## config.mk

```make
export PLATFORM = sky130hd
export DESIGN_NAME = rv32v_cfg_unit
export DESIGN_NICKNAME = d
export VERILOG_FILES = /design/src/rtl/rv32v_types_pkg.sv /design/src/rtl/rv32v_vtype_check.sv /design/src/rtl/rv32v_cfg_unit.sv
export SDC_FILE = /design/constraint.sdc
export NUM_CORES = 1
export LEC_CHECK = 0
export ABC_AREA = 0
export CAP_MARGIN = 0
export CORE_MARGIN = 2
export CORE_UTILIZATION = 49
export CTS_CLUSTER_DIAMETER = 50
export DETAILED_ROUTE_END_ITERATION = 7
export PLACE_DENSITY_LB_ADDON = 0.3
export SYNTH_ARGS = -nofsm -noshare
export SYNTH_HDL_FRONTEND = slang
export SYNTH_SLANG_ARGS = --single-unit
```

## constraint.sdc

```tcl
create_clock -name CLK -period 6.3 [get_ports CLK]
set_input_delay 0.63 -clock CLK [delete_from_list [all_inputs] [get_ports CLK]]
set_output_delay 0.63 -clock CLK [all_outputs]
set_load 0.005 [all_outputs]
```

## src/rtl/rv32v_types_pkg.sv

```systemverilog
// Shared vector types: SEW/LMUL/cfgsel encodings, vtype layout and ELEN.
package rv32v_types_pkg;

  localparam int unsigned ELEN_BITS = 32;
  localparam int unsigned VILL_BIT  = 31;
  localparam logic [31:0] VILL_VTYPE = 32'h1 << VILL_BIT;

  typedef enum logic [2:0] {
    SEW8    = 3'd0,
    SEW16   = 3'd1,
    SEW32   = 3'd2,
    SEW64   = 3'd3,
    SEW128  = 3'd4,
    SEW256  = 3'd5,
    SEW512  = 3'd6,
    SEW1024 = 3'd7
  } sew_t;

  typedef enum logic [2:0] {
    LMUL1      = 3'd0,
    LMUL2      = 3'd1,
    LMUL4      = 3'd2,
    LMUL8      = 3'd3,
    LMULRSVD   = 3'd4,
    LMULEIGHTH = 3'd5,
    LMULFOURTH = 3'd6,
    LMULHALF   = 3'd7
  } vlmul_t;

  typedef enum logic [1:0] {
    NOT_CFG  = 2'd0,
    VSETVLI  = 2'd1,
    VSETIVLI = 2'd2,
    VSETVL   = 2'd3
  } cfgsel_t;

  typedef struct packed {
    logic        vill;
    logic [22:0] rsvd;
    logic        vma;
    logic        vta;
    sew_t        vsew;
    vlmul_t      vlmul;
  } vtype_t;

  // Element width in bits for a vsew encoding.
  function automatic logic [31:0] sew_bits(input sew_t s);
    return 32'd8 << 3'(s);
  endfunction

endpackage

```

## src/rtl/rv32v_vtype_check.sv

```systemverilog
// Combinational vtype legality check and VLMAX for the S1 op.
module rv32v_vtype_check
  import rv32v_types_pkg::*;
#(
  parameter int unsigned VLEN = 128,
  parameter int unsigned ELEN = ELEN_BITS
) (
  input  vtype_t      vtype_src,
  output logic        vill_c,
  output logic [31:0] vlmax_c
);

  logic [2:0]  lmul_bits;
  logic        frac;
  logic [1:0]  frac_sh;
  logic [31:0] sew_w;
  logic [31:0] base;

  always_comb begin
    lmul_bits = 3'(vtype_src.vlmul);
    frac      = lmul_bits[2];
    // Fractional encodings 5/6/7 divide by 8/4/2.
    frac_sh   = 2'(3'd0 - lmul_bits);
    sew_w     = sew_bits(vtype_src.vsew);
    base      = 32'(VLEN) >> (4'(vtype_src.vsew) + 4'd3);
    vlmax_c   = frac ? (base >> frac_sh) : (base << lmul_bits[1:0]);
    vill_c    = vtype_src.vill
             || (|vtype_src.rsvd)
             || (vtype_src.vlmul == LMULRSVD)
             || (sew_w > 32'(ELEN))
             || (frac && ((sew_w << frac_sh) > 32'(ELEN)));
  end

endmodule

```

## src/rtl/rv32v_cfg_unit.sv

```systemverilog
// vsetvli/vsetivli/vsetvl execution: two-stage pipe holding architectural vl/vtype.
module rv32v_cfg_unit
  import rv32v_types_pkg::*;
#(
  parameter int unsigned VLEN = 128,
  parameter int unsigned ELEN = ELEN_BITS,
  parameter int unsigned VL_W = 8
) (
  input  logic            CLK,
  input  logic            RST,
  input  logic            req_valid,
  output logic            req_ready,
  input  cfgsel_t         req_cfgsel,
  input  logic [4:0]      req_rs1_idx,
  input  logic [4:0]      req_rd_idx,
  input  logic [31:0]     req_rs1_val,
  input  logic [31:0]     req_vtype,
  input  logic            flush,
  output logic            resp_valid,
  input  logic            resp_ready,
  output logic [4:0]      resp_rd_idx,
  output logic [31:0]     resp_vl,
  output logic [VL_W-1:0] vl,
  output logic [31:0]     vtype
);

  logic        s1_valid;
  logic [4:0]  s1_rd_idx;
  logic        s1_use_cur_vl;
  logic [31:0] s1_avl;
  vtype_t      s1_vtype;

  vtype_t      dec_vtype_c;
  logic [31:0] dec_avl_c;
  logic        dec_use_cur_c;
  logic        s2_advance_c;
  logic        s1_commit_c;
  logic        accept_c;
  logic        vill_c;
  logic [31:0] vlmax_c;
  logic [31:0] avl_c;
  logic [31:0] new_vl_c;

  assign s2_advance_c = !resp_valid || resp_ready;
  assign s1_commit_c  = s1_valid && s2_advance_c && !flush;
  assign req_ready    = !RST && !flush && (!s1_valid || s2_advance_c);
  assign accept_c     = req_valid && req_ready && (req_cfgsel != NOT_CFG);

  // Decode vtype source and AVL selection at accept time.
  always_comb begin
    dec_vtype_c   = vtype_t'(req_vtype);
    dec_avl_c     = req_rs1_val;
    dec_use_cur_c = 1'b0;
    case (req_cfgsel)
      VSETVLI:  dec_vtype_c = vtype_t'({21'd0, req_vtype[10:0]});
      VSETIVLI: dec_vtype_c = vtype_t'({22'd0, req_vtype[9:0]});
      default:  ;
    endcase
    if (req_cfgsel == VSETIVLI) begin
      dec_avl_c = 32'(req_rs1_idx);
    end else if (req_rs1_idx != 5'd0) begin
      dec_avl_c = req_rs1_val;
    end else if (req_rd_idx != 5'd0) begin
      dec_avl_c = '1;
    end else begin
      dec_avl_c     = '0;
      dec_use_cur_c = 1'b1;
    end
  end

  rv32v_vtype_check #(
    .VLEN (VLEN),
    .ELEN (ELEN)
  ) u_vtype_check (
    .vtype_src (s1_vtype),
    .vill_c    (vill_c),
    .vlmax_c   (vlmax_c)
  );

  // Current vl is read at commit so a just-committed predecessor is visible.
  always_comb begin
    avl_c    = s1_use_cur_vl ? 32'(vl) : s1_avl;
    new_vl_c = vill_c ? 32'd0 : ((avl_c < vlmax_c) ? avl_c : vlmax_c);
  end

  // Stage 1: accepted op awaiting commit.
  always_ff @(posedge CLK or posedge RST) begin
    if (RST) begin
      s1_valid      <= 1'b0;
      s1_rd_idx     <= '0;
      s1_use_cur_vl <= 1'b0;
      s1_avl        <= '0;
      s1_vtype      <= vtype_t'(VILL_VTYPE);
    end else if (flush) begin
      s1_valid <= 1'b0;
    end else if (accept_c) begin
      s1_valid      <= 1'b1;
      s1_rd_idx     <= req_rd_idx;
      s1_use_cur_vl <= dec_use_cur_c;
      s1_avl        <= dec_avl_c;
      s1_vtype      <= dec_vtype_c;
    end else if (s1_commit_c) begin
      s1_valid <= 1'b0;
    end
  end

  // Stage 2: commit architectural state and hold the writeback response.
  always_ff @(posedge CLK or posedge RST) begin
    if (RST) begin
      resp_valid  <= 1'b0;
      resp_rd_idx <= '0;
      resp_vl     <= '0;
      vl          <= '0;
      vtype       <= VILL_VTYPE;
    end else if (s1_commit_c) begin
      resp_valid  <= 1'b1;
      resp_rd_idx <= s1_rd_idx;
      resp_vl     <= new_vl_c;
      vl          <= VL_W'(new_vl_c);
      vtype       <= vill_c ? VILL_VTYPE : 32'(s1_vtype);
    end else if (resp_ready) begin
      resp_valid <= 1'b0;
    end
  end

endmodule

```

Word-level counts from Yosys, hierarchy flattened
Index checks and enable logic that the tools add are counted.
{"block": "totals", "elab_cells": 70, "output_inout_bits": 79, "in_bits": 81, "mem_bits_rw": 0, "n_memories": 0, "register_bits": 149, "latch_bits": 0, "mem_bits_ro": 0}
{"block": "op_classes", "n_eq_ne": 3, "order_cmp": 3, "n_addsub": 2, "div": 0, "n_reduce_logical": 24, "n_bitwise": 1, "mux": 17, "mul": 0, "shift": 5}
{"cell": "32-bit 2-to-1 mux", "count": 8}
{"cell": "32-bit by 6-bit greater-than comparator with 1-bit output (second input constant)", "count": 2}
{"cell": "32-bit one-hot mux with 2 select lines", "count": 1}
{"cell": "32-bit by 2-bit left shift with 32-bit output", "count": 2}
{"cell": "32-bit < comparator", "count": 1}
{"cell": "4-bit by 3-bit left shift with 32-bit output (first input constant)", "count": 1}
{"cell": "32-bit by 2-bit >> shifter with 32-bit output", "count": 1}
{"cell": "8-bit by 4-bit >> shifter with 32-bit output (first input constant)", "count": 1}
{"cell": "23-bit OR reduction", "count": 1}
{"cell": "5-bit nonzero test", "count": 2}
{"cell": "1-bit 2-to-1 mux", "count": 8}
{"cell": "1-bit logical AND", "count": 7}
{"cell": "1-bit logical OR", "count": 6}
{"cell": "3-bit by 2-bit adder with 4-bit output (second input constant)", "count": 1}
{"cell": "1-bit zero test", "count": 4}
{"cell": "2-bit nonzero test", "count": 2}
{"cell": "3-bit == test (second input constant)", "count": 1}
{"cell": "3-bit nonzero test", "count": 1}
{"cell": "2-bit by 1-bit == test with 1-bit output (second input constant)", "count": 1}
{"cell": "2-bit == test (second input constant)", "count": 1}
{"cell": "2-bit AND reduction", "count": 1}
{"cell": "1-bit by 2-bit subtractor with 2-bit output (first input constant)", "count": 1}
{"cell": "1-bit inverter", "count": 1}

Longest topological paths before layout
{"block": "depth", "depth_word": 8, "ltp_mapped": 15}

Hierarchy
From an unflattened synthesis, not the netlist that was laid out.
{"block": "unflattened", "hier_cells": 865, "area_unflattened_um2": 8025.2}
{"mod": "rv32v_cfg_unit", "seq_area_each_um2": 3530.9, "area_per_inst_um2": 7317.0, "cells_per_inst": 765, "n_inst": 1}
{"mod": "rv32v_vtype_check", "seq_area_each_um2": 0.0, "area_per_inst_um2": 708.2, "cells_per_inst": 100, "n_inst": 1}

Least setup slack after synthesis
No wires, ideal clock.
{"block": "synth_path", "path_type": "reg-to-reg", "startpoint": "reg s1_vtype[1] (netlist bit)", "endpoint": "reg resp_vl[2]", "setup_time_ps": 122, "path_buffers": 3, "path_stages_with_launch": 15, "path_slack_ps": 3216, "t_required_ps": 6178, "arrival_time_ps": 2962, "cell_sequence": "dfrtp_1 > clkbuf_1 > inv_1 > ha_1 > clkbuf_1 > o41ai_1 > nand2_1 > ha_1 > nand4_1 > nor2_1 > a221oi_1 > o2111ai_1 > buf_2 > or2_0 > a32o_1"}
{"block": "synth_between", "elab_chain_cells": 6, "word_cells_on_any_way": 14}
{"element": "start: declaration", "line_no": "rv32v_cfg_unit.sv:31", "text": "vtype_t s1_vtype;"}
{"element": "start signal: assignment", "line_no": "rv32v_cfg_unit.sv:93", "text": "s1_vtype <= vtype_t'(VILL_VTYPE);"}
{"element": "start signal: assignment", "line_no": "rv32v_cfg_unit.sv:101", "text": "s1_vtype <= dec_vtype_c;"}
{"element": "1-bit by 2-bit subtractor with 2-bit output", "line_no": "rv32v_vtype_check.sv:23", "text": "frac_sh = 2'(3'd0 - lmul_bits);"}
{"element": "32-bit by 2-bit >> shifter with 32-bit output or 32-bit by 2-bit left shift with 32-bit output (tied branches)", "line_no": "rv32v_vtype_check.sv:26, rv32v_vtype_check.sv:31"}
{"element": "32-bit 2-to-1 mux or 32-bit by 6-bit greater-than comparator with 1-bit output (tied branches)", "line_no": "rv32v_vtype_check.sv:26, rv32v_vtype_check.sv:31"}
{"element": "32-bit < comparator or 1-bit logical AND (tied branches)", "line_no": "rv32v_cfg_unit.sv:83, rv32v_vtype_check.sv:31"}
{"element": "32-bit 2-to-1 mux or 1-bit logical OR (tied branches)", "line_no": "rv32v_cfg_unit.sv:83, rv32v_vtype_check.sv:31"}
{"element": "32-bit 2-to-1 mux *", "line_no": "rv32v_cfg_unit.sv:83", "text": "new_vl_c = vill_c ? 32'd0 : ((avl_c < vlmax_c) ? avl_c : vlmax_c);"}
{"element": "end signal: assignment", "line_no": "rv32v_cfg_unit.sv:118", "text": "resp_vl <= new_vl_c;"}
{"element": "end: declaration", "line_no": "rv32v_cfg_unit.sv:22", "text": "output logic [31:0] resp_vl,"}
Every way passes the cells marked *; elsewhere a longest branch is shown, timed or not.
A chain may end at the register's enable or synchronous reset.

Worst setup path in the final report
{"block": "layout_path", "startpoint": "reg s1_vtype[0] (netlist bit)", "endpoint": "reg resp_vl[6]"}
The elaborated chain is that of the path after synthesis.

==> flow_metrics.py <==
metrics = {
    "critical_path": {
        "max_stage_delay_ns": 0.67,
        "critical_path_depth": 11,
        "path_class": "reg2reg",
        "worstSetupEndpoint": "resp_vl[6]",
        "crit_family": "compound AO/OA/AOI/OAI gates",
        "cp-start-kind": "flop",
        "cp.required_ns": 6.60,
        "arrival_ns": 4.00,
        "path_max_fanout": 14,
        "timing.rr.end": "resp_vl[6]",
        "worstSetupStartpoint": "s1_vtype[0]",
        "rr_startpoint": "s1_vtype[0]",
        "crit_chain": "inv_1 -> ha_1 -> o41ai_1 -> nand2_1 -> ha_1 -> nand4_1 -> nor2_1 -> nand2_1 -> o2111ai_1 -> mux2_2 -> a22o_1",
        "critPathSlowestCell": "o2111ai_1",
        "rrSetupSlack_ns": 2.60,
        "endpoint_kind": "flop",
        "path_buf_inv": 1,
        "reg2reg_depth": 11,
    },
    "power_and_ir_drop": {
        "seqPwrFrac_pct": 44.6,
        "max-vdd-ir-drop_v": 0.000193,
        "power_frac_comb_pct": 14.6,
        "power.leakage_nw": 3.78,
        "pwr_density_cell_nw_per_um2": 289,
        "clock_power_share_pct": 40.9,
        "p_sw_share_pct": 25.7,
        "p_switching_mw": 0.620,
        "finalPower_mw": 2.41,
        "intPower_mw": 1.79,
    },
    "cts": {
        "cts.path.max_buffers": 2,
        "postCtsSetupBuffers": 0,
        "cts_sinks": 141,
        "cts_resized": 0,
        "numCtsBuffers": 17,
        "htreeDepth": 4,
        "clk_pin_slew_ns": 0.06,
        "worstSkewPairLatency_ns": 0.42,
        "cts_tree": "done",
        "ctsHoldBuffers": 0,
        "cts-root-buf": "clkbuf_16",
    },
    "layout": {
        "nNetsFinal": 836,
        "finalInstanceArea_um2": 8360,
        "layout-drive-gt1-share_pct": 7.53,
        "num_antenna_cells": 0,
        "finalCoreUtilization_pct": 68.8,
        "areaGrowthSynthToFinish_pct": 35.8,
        "final_common_cell": "clkdlybuf4s50_1",
        "layout_common_cells": "159 x clkdlybuf4s50_1, 139 x dfrtp_1, 129 x nand2_1",
        "fillCellCount": 943,
    },
    "timing": {
        "period_minus_slack_ns": 3.70,
        "finClkSkew_ns": 0.00710,
        "fin_setup_tns_ns": 0,
        "setup_viol": 0,
        "grt_setup_unrepaired": "false",
        "max_freq_mhz": 270,
        "slew_headroom_pct": 25.7,
        "whs_ns": 0.466,
        "worst_pin_slew_ns": 1.11,
        "hold_violations": 0,
        "period_share_pct": 58.8,
        "finalMaxSlewViolations": 0,
    },
    "grt": {
        "grt_max_degree": 123,
        "first_global_vias": 4673,
        "grt_usage_pct": 21.6,
        "antenna_found_initial": 0,
        "grt_first_pass_wirelength_um": 22400,
        "overflow": 0,
    },
    "synth": {
        "synth_async_sr_flop_share_pct": 100,
        "synth_top_area_share_pct": 56.5,
        "yosysTopAreaCell": "dfrtp_1",
        "yosys_warnings": 0,
        "synthCells": 613,
        "ys_types": 51,
        "synth-edff-count": 0,
        "synth.avg_cell_area_um2": 10.0,
        "synth_area_leaders": "dfrtp_1 56%, nand2_1 7.9%, o21ai_0 6.7%",
        "seq_area_frac_synth_pct": 57.3,
        "synth_nets": 705,
        "synth_seq_cells": 141,
        "syn_area_um2": 6160,
        "synthFlopType": "dfrtp_1",
    },
    "routing": {
        "met1_length_um": 6190,
        "vias": 4724,
        "drt_iter0_drc": 374,
        "drc": 0,
        "ant_nets": 0,
        "wire_per_inst_um": 14.8,
        "dr_wl_met2_um": 6590,
        "top_layer": "met4",
        "wl_um": 13700,
        "wl_met3_um": 713,
        "via_per_inst": 5.11,
        "dr.pass1.iters": 4,
    },
    "die": {
        "num_rows": 40,
        "die_w_um": 116,
        "die_h_um": 116,
        "die_area_um2": 13500,
        "core_um2": 12200,
        "initial_core_util_pct": 50.6,
        "pin_count": 160,
    },
    "worst_hold_path": {
        "min_path_type": "reg2reg",
    },
    "placed_design": {
        "portBuffers": 159,
        "dp_hpwl_um": 9660,
        "gp_congestion": 0.815,
        "placed_area_um2": 7760,
    },
    "status": {
        "run_status": "complete, no violations",
    },
    "flow_run": {
        "max_cap_violations": 0,
    },
}
[tightest hold or removal path: cells and delay by family (launching register included)]
kind / cells / cell delay (ns)
AO/OA/AOI/OAI: 1 / 0.05
buffers and inverters: 1 / 0.04
flip-flops: 1 / 0.36
[per-stage QoR]
| step | instances | setup WS, ns |
|---|---|---|
| 5_1_grt | 925 | 2.31 |
| 3_3_place_gp | 892 | 2.48 |
| 3_5_place_dp | 892 | 2.37 |
| 4_1_cts | 924 | 2.59 |
| 6_report | 925 | 2.60 |
| 2_1_floorplan | 613 | 1.89 |
[cells in the mapped netlist, types with 2 or more instances]
| library cell | n |
|---|---|
| buf_2 | 3 |
| or3_1 | 2 |
| and2_1 | 49 |
| a22oi_1 | 3 |
| nand3_1 | 2 |
| nor3_1 | 6 |
| o21ai_0 | 83 |
| dfstp_2 | 2 |
| a32o_1 | 7 |
| nand4_1 | 3 |
| dfrtp_1 | 139 |
| a21oi_1 | 10 |
| a31oi_1 | 2 |
| and3b_1 | 2 |
| nand2b_1 | 5 |
| o21ai_1 | 10 |
| nor3b_1 | 2 |
| o2111ai_1 | 2 |
| nor2_1 | 15 |
| mux2_2 | 13 |
| or4_1 | 3 |
| clkbuf_1 | 37 |
| nand3b_1 | 3 |
| ha_1 | 11 |
| inv_1 | 12 |
| or2_0 | 4 |
| nor2b_1 | 3 |
| nor4_1 | 13 |
| mux2i_1 | 2 |
| nand2_1 | 129 |
| a22o_1 | 9 |
| buf_4 | 8 |
[per-layer routing]
| layer | vias to the layer above | GRT usage (%) |
|---|---|---|
| met5 | - | 0 |
| met4 | 0 | 8.41 |
| li1 | 2343 | - |
| met2 | 132 | 33.6 |
| met1 | 2235 | 28.6 |
| met3 | 14 | 6.75 |
[state kept, by name, indices dropped and copies added, names as in the netlist]
| name | flops |
|---|---|
| resp_rd_idx | 5 |
| resp_valid | 1 |
| resp_vl | 32 |
| s1_avl | 32 |
| s1_rd_idx | 5 |
| s1_use_cur_vl | 1 |
| s1_valid | 1 |
| s1_vtype | 32 |
| vtype | 32 |
[worst min path at each step]
stage / startpoint / endpoint / cells after the start
floorplan: s1_rd_idx[0] / s1_rd_idx[0] / 2
global placement: vtype[31] / vtype[31] / 2
detailed placement: vtype[31] / vtype[31] / 2
CTS: vtype[31] / vtype[31] / 2
global route: resp_vl[8] / resp_vl[8] / 1
finish: vtype[31] / vtype[31] / 2
[area by class of cell]
class                      instances  area, µm²  share of cell area [%]
multi-input combinational        409       2350                    28.1
clock inverter                    11        115                    1.38
timing repair buffer             163       1630                    19.4
tap                              168        210                    2.51
clock buffer                      21        480                    5.75
sequential                       141       3530                    42.2
inverter                          12       50.0                   0.598
[power by group through the flow]
| stage | combinational (mW) | clock (mW) | sequential [mW] |
|---|---|---|---|
| floorplan | 0.246 | 0 | 1.05 |
| global placement | 0.341 | 0 | 1.08 |
| detailed placement | 0.352 | 0 | 1.09 |
| CTS | 0.355 | 1.01 | 1.07 |
| global route | 0.400 | 1.05 | 1.09 |
| finish | 0.352 | 0.987 | 1.08 |
[logic make-up (layout without fill, tap and decap cells)]
family	Yosys count	after routing	synth area share [%]
xor gates and xnor gates	2	2	0.284
AOI/OAI and AO/OA	136	136	13.3
DFF	141	141	57.3
adders and majority gates	11	11	2.23
buffers and inverters	63	207	4.53
and+or+nand+nor	245	245	19.6
muxes	15	15	2.70
Power figures use the tool's default switching activity.
